--- config.mk ---
export PLATFORM = sky130hd
export DESIGN_NAME = my_stream_buffer_flat
export DESIGN_NICKNAME = d
export VERILOG_FILES = /design/src/rtl/my_stream_buffer_if.sv /design/src/rtl/my_stream_buffer.sv /design/src/flat_wrapper.sv
export SDC_FILE = /design/constraint.sdc
export NUM_CORES = 1
export LEC_CHECK = 0
export ABC_AREA = 1
export ABC_CLOCK_PERIOD_IN_PS = 4400
export CORE_UTILIZATION = 50
export DETAILED_ROUTE_END_ITERATION = 12
export HOLD_SLACK_MARGIN = 0.02
export PLACE_DENSITY_LB_ADDON = 0.12
export SLEW_MARGIN = 30
export SYNTH_ARGS = -nofsm -noshare
export SYNTH_HDL_FRONTEND = slang
export SYNTH_SLANG_ARGS = --single-unit
--- constraint.sdc ---
create_clock -name clk -period 4.4 [get_ports clk]
set_input_delay 0.44 -clock clk [delete_from_list [all_inputs] [get_ports clk]]
set_output_delay 0.44 -clock clk [all_outputs]
set_load 0.1 [all_outputs]
--- src/rtl/my_stream_buffer_if.sv ---
// my_stream_buffer_if: valid/ready stream bundle with FIFO occupancy.
// master = producer/consumer side, slave = the buffer itself.
interface my_stream_buffer_if #(
   parameter int WIDTH = 1,
   parameter int LANES = 2,
   parameter int DEPTH = 4
);
   localparam int DW = LANES * WIDTH;
   localparam int CW = $clog2(DEPTH + 1);

   logic          in_valid;
   logic          in_ready;
   logic [DW-1:0] in_data;
   logic          out_valid;
   logic          out_ready;
   logic [DW-1:0] out_data;
   logic [CW-1:0] count;

   modport master (
      output in_valid, in_data, out_ready,
      input  in_ready, out_valid, out_data, count
   );

   modport slave (
      input  in_valid, in_data, out_ready,
      output in_ready, out_valid, out_data, count
   );
endinterface

--- src/rtl/my_stream_buffer.sv ---
// my_stream_buffer: LANES x WIDTH valid/ready FIFO of DEPTH entries.
// Optional MY_STREAM_BUFFER_BYPASS_EN: zero-latency pass-through when empty.
module my_stream_buffer #(
   parameter int WIDTH = 1,
   parameter int LANES = 2,
   parameter int DEPTH = 4
) (
   input  logic               clk,
   input  logic               reset_n,
   my_stream_buffer_if.slave  bus
);
   localparam int DW = LANES * WIDTH;
   localparam int CW = $clog2(DEPTH + 1);
   localparam int PW = $clog2(DEPTH);
   localparam logic [CW-1:0] L_FULL = CW'(DEPTH);
   localparam logic [PW-1:0] L_LAST = PW'(DEPTH - 1);

   logic [DW-1:0] r_mem [DEPTH];
   logic [PW-1:0] r_wr_ptr;
   logic [PW-1:0] r_rd_ptr;
   logic [CW-1:0] r_count;

   logic          w_empty;
   logic          w_in_ready;
   logic          w_out_valid;
   logic [DW-1:0] w_out_data;
   logic          w_thru;
   logic          w_push;
   logic          w_pop;
   logic          w_wr;
   logic          w_rd;

   function automatic logic [PW-1:0] f_inc(input logic [PW-1:0] p);
      return (p == L_LAST) ? '0 : p + 1'b1;
   endfunction

   assign w_empty    = (r_count == '0);
   assign w_in_ready = (r_count < L_FULL);

`ifdef MY_STREAM_BUFFER_BYPASS_EN
   logic w_byp;
   // reset masks the bypass so outputs stay idle while reset is held
   assign w_byp       = reset_n && w_empty;
   assign w_out_valid = w_byp ? bus.in_valid : !w_empty;
   assign w_out_data  = w_byp ? bus.in_data : r_mem[r_rd_ptr];
   assign w_thru      = w_byp && bus.in_valid && bus.out_ready;
`else
   assign w_out_valid = !w_empty;
   assign w_out_data  = r_mem[r_rd_ptr];
   assign w_thru      = 1'b0;
`endif

   assign w_push = bus.in_valid && w_in_ready;
   assign w_pop  = w_out_valid && bus.out_ready;
   assign w_wr   = w_push && !w_thru;
   assign w_rd   = w_pop && !w_thru;

   assign bus.in_ready  = w_in_ready;
   assign bus.out_valid = w_out_valid;
   assign bus.out_data  = w_out_data;
   assign bus.count     = r_count;

   // pointer and occupancy bookkeeping
   always_ff @(posedge clk) begin
      if (!reset_n) begin
         r_wr_ptr <= '0;
         r_rd_ptr <= '0;
         r_count  <= '0;
      end else begin
         if (w_wr) r_wr_ptr <= f_inc(r_wr_ptr);
         if (w_rd) r_rd_ptr <= f_inc(r_rd_ptr);
         unique case ({w_wr, w_rd})
            2'b10:   r_count <= r_count + 1'b1;
            2'b01:   r_count <= r_count - 1'b1;
            default: r_count <= r_count;
         endcase
      end
   end

   // storage; cleared on reset so out_data is never X when idle
   always_ff @(posedge clk) begin
      if (!reset_n) begin
         for (int i = 0; i < DEPTH; i++) r_mem[i] <= '0;
      end else if (w_wr) begin
         r_mem[r_wr_ptr] <= bus.in_data;
      end
   end
endmodule
--- src/flat_wrapper.sv ---
// flat-port wrapper written by rule: the top's interface ports become plain ports
module my_stream_buffer_flat 
#(
   parameter int WIDTH = 1,
   parameter int LANES = 2,
   parameter int DEPTH = 4
)
  (clk, reset_n, bus_in_valid, bus_in_data, bus_out_ready, bus_in_ready, bus_out_valid, bus_out_data, bus_count);
  my_stream_buffer_if #(.WIDTH(WIDTH), .LANES(LANES), .DEPTH(DEPTH)) bus_i ();
  input  logic clk;
  input  logic reset_n;
  input wire logic [$bits(bus_i.in_valid)-1:0] bus_in_valid;
  input wire logic [$bits(bus_i.in_data)-1:0] bus_in_data;
  input wire logic [$bits(bus_i.out_ready)-1:0] bus_out_ready;
  output wire logic [$bits(bus_i.in_ready)-1:0] bus_in_ready;
  output wire logic [$bits(bus_i.out_valid)-1:0] bus_out_valid;
  output wire logic [$bits(bus_i.out_data)-1:0] bus_out_data;
  output wire logic [$bits(bus_i.count)-1:0] bus_count;
  assign bus_i.in_valid = bus_in_valid;
  assign bus_i.in_data = bus_in_data;
  assign bus_i.out_ready = bus_out_ready;
  assign bus_in_ready = bus_i.in_ready;
  assign bus_out_valid = bus_i.out_valid;
  assign bus_out_data = bus_i.out_data;
  assign bus_count = bus_i.count;
  my_stream_buffer #(.WIDTH(WIDTH), .LANES(LANES), .DEPTH(DEPTH)) u_core (.clk(clk), .reset_n(reset_n), .bus(bus_i));
endmodule
Yosys cells after proc, flatten, opt, wreduce, memory -nomap -nowiden
Memory sizes are Yosys's and may differ from the RTL's. A register that Yosys moved wholly into a read port is not among the register bits.
Index checks and enable logic that the tools add are counted.
{ "op_classes": {"n_addsub": 4, "magnitude_cmp": 1, "eq_ne": 4, "muxes": 12, "reduce_logical": 6} }
{ "ops": {"columns": ["cell", "n"], "rows": [
  ["2-to-1 mux 2 bit", 6],
  ["equality test 2 bit, second input constant", 3],
  ["case mux 3 bit (2 select lines)", 1],
  ["2-to-1 mux 1 bit", 5],
  ["adder 2 x 1 -> 2 bit, second input constant", 2],
  ["adder 3 x 1 -> 3 bit, second input constant", 1],
  ["logical NOT 3 bit", 1],
  ["< comparator 3 bit, second input constant", 1],
  ["subtractor 3 x 1 -> 3 bit, second input constant", 1],
  ["equality test 2 x 1 -> 1 bit, second input constant", 1],
  ["logical AND 1 bit", 2],
  ["nonzero test 2 bit", 1],
  ["OR reduction 2 bit", 1],
  ["logical NOT 1 bit", 1]
]} }
{ "word_totals": {"register_bits": 7, "ramBits": 8, "input_bits": 6, "out_inout_bits": 7, "mem_count": 1} }
{ "mem_list": {"columns": ["name", "depth", "word_bits", "read_ports", "rd_clocked_by_memory_dff", "write_ports", "line_no", "source"], "rows": [
  ["u_core.r_mem", 4, 2, 1, 1, 4, "my_stream_buffer.sv:18", "logic [DW-1:0] r_mem [DEPTH];"]
]} }

Logic depth before layout (Yosys ltp)
{ "depth": {"depth_word": 7, "mapped_depth": 13} }

Least setup slack after synthesis
No wires, ideal clock.
{ "synth_timing": {"path_kind": "flip-flop to flip-flop", "startpoint": "register u_core.r_count[1], in the netlist u_core.bus.count[1]", "endpoint": "register u_core.r_count[2], in the netlist u_core.bus.count[2]", "setup_time_ps": 110, "arrival_time_ps": 2694, "required_ps": 4290, "setup_slack_ps": 1596, "stages_incl_launch_ff": 14, "period_less_slack_ps": 2804, "cell_sequence": "dfxtp_1 -> inv_1 -> nand2_2 -> nand2_2 -> inv_1 -> ha_1 -> inv_1 -> fa_1 -> inv_1 -> nand2_1 -> nand3_1 -> nand2_1 -> inv_1 -> nor2_1"} }
{ "synth_between": {"elab_chain_cells": 5, "word_cells_on_any_way": 11, "cone_classes": "add/sub (2); order compare (1); eq/ne (2); mux (1); reduce/logical (5)"} }
{ "synth_rtl": {"columns": ["element", "line_no", "source"], "rows": [
  ["from (decl)", "my_stream_buffer.sv:21", "logic [CW-1:0] r_count;"],
  ["from (signal assigned)", "my_stream_buffer.sv:73", "2'b10: r_count <= r_count + 1'b1;"],
  ["from (signal assigned)", "my_stream_buffer.sv:74", "2'b01: r_count <= r_count - 1'b1;"],
  ["from (signal assigned)", "my_stream_buffer.sv:75", "default: r_count <= r_count;"],
  ["logical NOT 3 bit (*)", "my_stream_buffer.sv:37", "assign w_empty = (r_count == '0);"],
  ["logical NOT 1 bit (*)", "my_stream_buffer.sv:48", "assign w_out_valid = !w_empty;"],
  ["via bus_out_valid", "flat_wrapper.sv:16", "output wire logic [$bits(bus_i.out_valid)-1:0] bus_out_valid;"],
  ["logical AND 1 bit (*)", "my_stream_buffer.sv:54", "assign w_pop = w_out_valid && bus.out_ready;"],
  ["via u_core.w_pop", "my_stream_buffer.sv:29", "logic w_pop;"],
  ["equality test 2 x 1 -> 1 bit or equality test 2 bit (tied branches)", "my_stream_buffer.sv:72", "unique case ({w_wr, w_rd})"],
  ["case mux 3 bit (2 select lines) or nonzero test 2 bit (tied branches)", null, null]
]} }
The timed path passes the listed nets; every way through them passes the cells marked *.
A chain may end at the register's enable or synchronous reset.

==> summary.md <==
| Metric | Value |
|---|---|
| Worst slew pin tran | 0.964 ns |
| Clock tree from TritonCTS | yes |
| Vertical die dimension | 42.9 µm |
| Cells after Synth | 97 |
| Total routing resource utilization after global routing | 17.0% |
| Syn_nets | 107 |
| Path type of the worst setup path | flip-flop to output pin |
| Num CTS Buffers | 3 |
| Drc violations | 0 |
| Count of inserted antenna diode cells | 0 |
| Number of buffers on the longest clock path | 2 |
| Cell taking the most area after synthesis | sky130_fd_sc_hd__edfxtp_1 |
| Biggest fanout along the worst timing path | 5 |
| Area of the core | 1540 µm² |
| Final Slew Violations | 0 |
| Vias after detailed routing | 642 |
| Wire length after detailed routing | 1340 µm |
| Status | finished clean |
| Setup Buffers After CTS | 0 |
| Worst clock skew | 0.00444 ns |
| Longest individual stage delay on the worst path | 1.15 ns |
| Endpoint kind of the worst setup timing path | output pin |
| Initial cell density of the core | 54.2% |
| X dimension of the die | 42.9 µm |
| Tightest hold margin | 0.552 ns |
| Average routed wire per standard cell | 10.5 µm |
| Total global routing overflow | 0 |
| Number of antenna violations at the first check in global routing | 0 |
| Worst-path clk slew | 0.10 ns |
| Highest clock rate | 394 MHz |
| Required time at the endpoint of the critical path | 3.96 ns |
| Post-route fraction of the period consumed by the critical path | 57.6% |
| Length of the first detailed-routing pass in iterations | 4 |
| Signed area change from the synthesized netlist to the final layout | 18.6% |
| Count of port buffers added during placement | 12 |
| Quantity of hold-fixing buffers added after cts | 0 |
| Multi-input combinational cell area | 337 µm² |
| Mean instance size in the synthesized netlist | 8.62 µm² |
| Arrival time worst endpoint | 2.10 ns |
| Number of unique standard cell types used by synthesis | 20 |
| Share of layout cells above drive strength 1 | 12.5% |
| Total count of hold-check failures in the final report | 0 |
| Proportion of netlist area held by the largest area contributor | 28.7% |
| Via density per instance | 5.02 |
| Number of cells upsized or downsized after cts | 0 |
| Skew-Pair Late Insertion Delay | 0.28 ns |
| Wire length of the first global-routing pass | 2320 µm |
| Number of failing setup endpoints in the final timing report | 0 |
| Synth Cell Area | 836 µm² |
| Largest net degree at the start of global routing | 15 |
| Hold Path Origin | u_core.r_rd_ptr[1] |
| Synth top area cells | sky130_fd_sc_hd__edfxtp_1 29%, sky130_fd_sc_hd__dfxtp_1 22%, sky130_fd_sc_hd__nor2_1 7.6% |
| CP Launch Type | flip-flop |
| RSZ-0062 raised after global routing | no |
| DRC marker count from the first detailed-route iteration | 8 |
| Number of nets with antenna violations after detailed routing | 0 |
| Path category of the worst min-delay check | flip-flop to flip-flop |
| Critical register-to-register path startpoint | u_core.bus.count[2] |
| Number of top-level design ports | 13 |
| Fill cells | 140 |
| #FFs+latches synth | 17 |
| Max-cap viol count | 0 |
| Cell chain of the critical path | inv_1 -> nor2_1 -> o22ai_1 -> clkdlybuf4s50_1 |
| Highest-delay cell along the critical path | sky130_fd_sc_hd__clkdlybuf4s50_1 |
| Standard-cell rows | 14 |
| CTS Root Cell | sky130_fd_sc_hd__clkbuf_4 |
| Number of global-route vias before repair | 598 |
| Final min period | 2.54 ns |
| Die Outline Area | 1840 µm² |
| RD Place Congestion | 0.734 |
| Final net count | 123 |
| Sequential fraction of the synthesis area | 50.3% |
| Deepest level of the CTS H-tree | 1 |
| Yosys warns | 0 |
| Placed wire-length estimate after detailed placement | 1050 µm |
| FF/Latch Area | 420 µm² |
| Normalized max-slew margin | 35.5% |
| Aggregate negative setup slack | 0 ns |
| Sink count of the clock tree | 17 |
## placed cells by master, fill, tap and decap left out, drive strengths merged
cell and count:
o22ai 3, o21ai 7, nand2 17, nand3 5, fa 1, inv 18, nand3b 1, edfxtp 8
ha 3, clkdlybuf4s50 12, nor2 19, a21oi 3, nand4 2, dfxtp 9, clkbuf 4
## cell families (layout without fill, tap and decap cells)
family                     count (synthesis)  after routing  synth area share, %
AOI/OAI and AO/OA                         13             13                 8.23
adders and majority gates                  4              4                 6.89
buffers and inverters                     19             34                 9.43
DFF                                       17             17                 50.3
and+or+nand+nor                           44             44                 25.2
## per-layer routing
metal	up-vias	wire, µm	share of wire (%)	global-route usage [%]
met4	0	15	1.1	9.38
met3	2	32	2.4	3.83
met2	9	624	47	27.0
met5	-	0	0	0
met1	288	665	50	21.2
li1	343	-	-	-
## cells in the mapped netlist
master / n
sky130_fd_sc_hd__dfxtp_1: 9
sky130_fd_sc_hd__nand2_2: 6
sky130_fd_sc_hd__buf_6: 1
sky130_fd_sc_hd__nor2_2: 1
sky130_fd_sc_hd__nand3b_1: 1
sky130_fd_sc_hd__nand2_1: 11
sky130_fd_sc_hd__o22ai_1: 3
sky130_fd_sc_hd__o21ai_0: 4
sky130_fd_sc_hd__a21oi_1: 3
sky130_fd_sc_hd__inv_1: 16
sky130_fd_sc_hd__o21ai_1: 3
sky130_fd_sc_hd__fa_1: 1
sky130_fd_sc_hd__nor2_4: 1
sky130_fd_sc_hd__nand4_1: 2
sky130_fd_sc_hd__nand3_2: 1
sky130_fd_sc_hd__ha_1: 3
sky130_fd_sc_hd__edfxtp_1: 8
sky130_fd_sc_hd__nand3_1: 4
sky130_fd_sc_hd__nor2_1: 17
sky130_fd_sc_hd__inv_2: 2
## worst paths after layout
check / cells after the start / to / slack (ns)
setup / recovery: 4 / bus_out_data[0] / 1.86
hold / removal: 2 / flip-flop / 0.55
setup reg to reg: 13 / u_core.bus.count[2] / 2.56
hold reg to reg: 2 / flip-flop / 0.55
## layout make-up
type / count / area share, %
inverter: 18 / 6.82
timing repair buffer: 12 / 12.1
sequential: 17 / 42.4
multi-input combinational: 61 / 34.0
tap: 16 / 2.02
clock buffer: 4 / 2.65
## metrics by stage
stage / area (µm²) / std cells / worst slack (ns) / util [%]
floorplan: 836 / 97 / 1.60 / -
global placement: 965 / 124 / 2.21 / 62.6
detailed placement: 965 / 124 / 2.17 / 62.6
CTS: 991 / 128 / 1.85 / 64.3
global route: 991 / 128 / 1.75 / 64.3
finish: 991 / 128 / 1.86 / 64.3
## worst max-delay path: cells and delay by family (launching register included)
kind,cells,cell delay [ns]
DFF,1,0.35
and+or+nand+nor,1,0.05
AOI/OAI and AO/OA,1,0.16
buffers and inverters,2,1.25
Power is not shown: default switching activity piles up to over one toggle a cycle in this logic, so the estimate is an artifact.
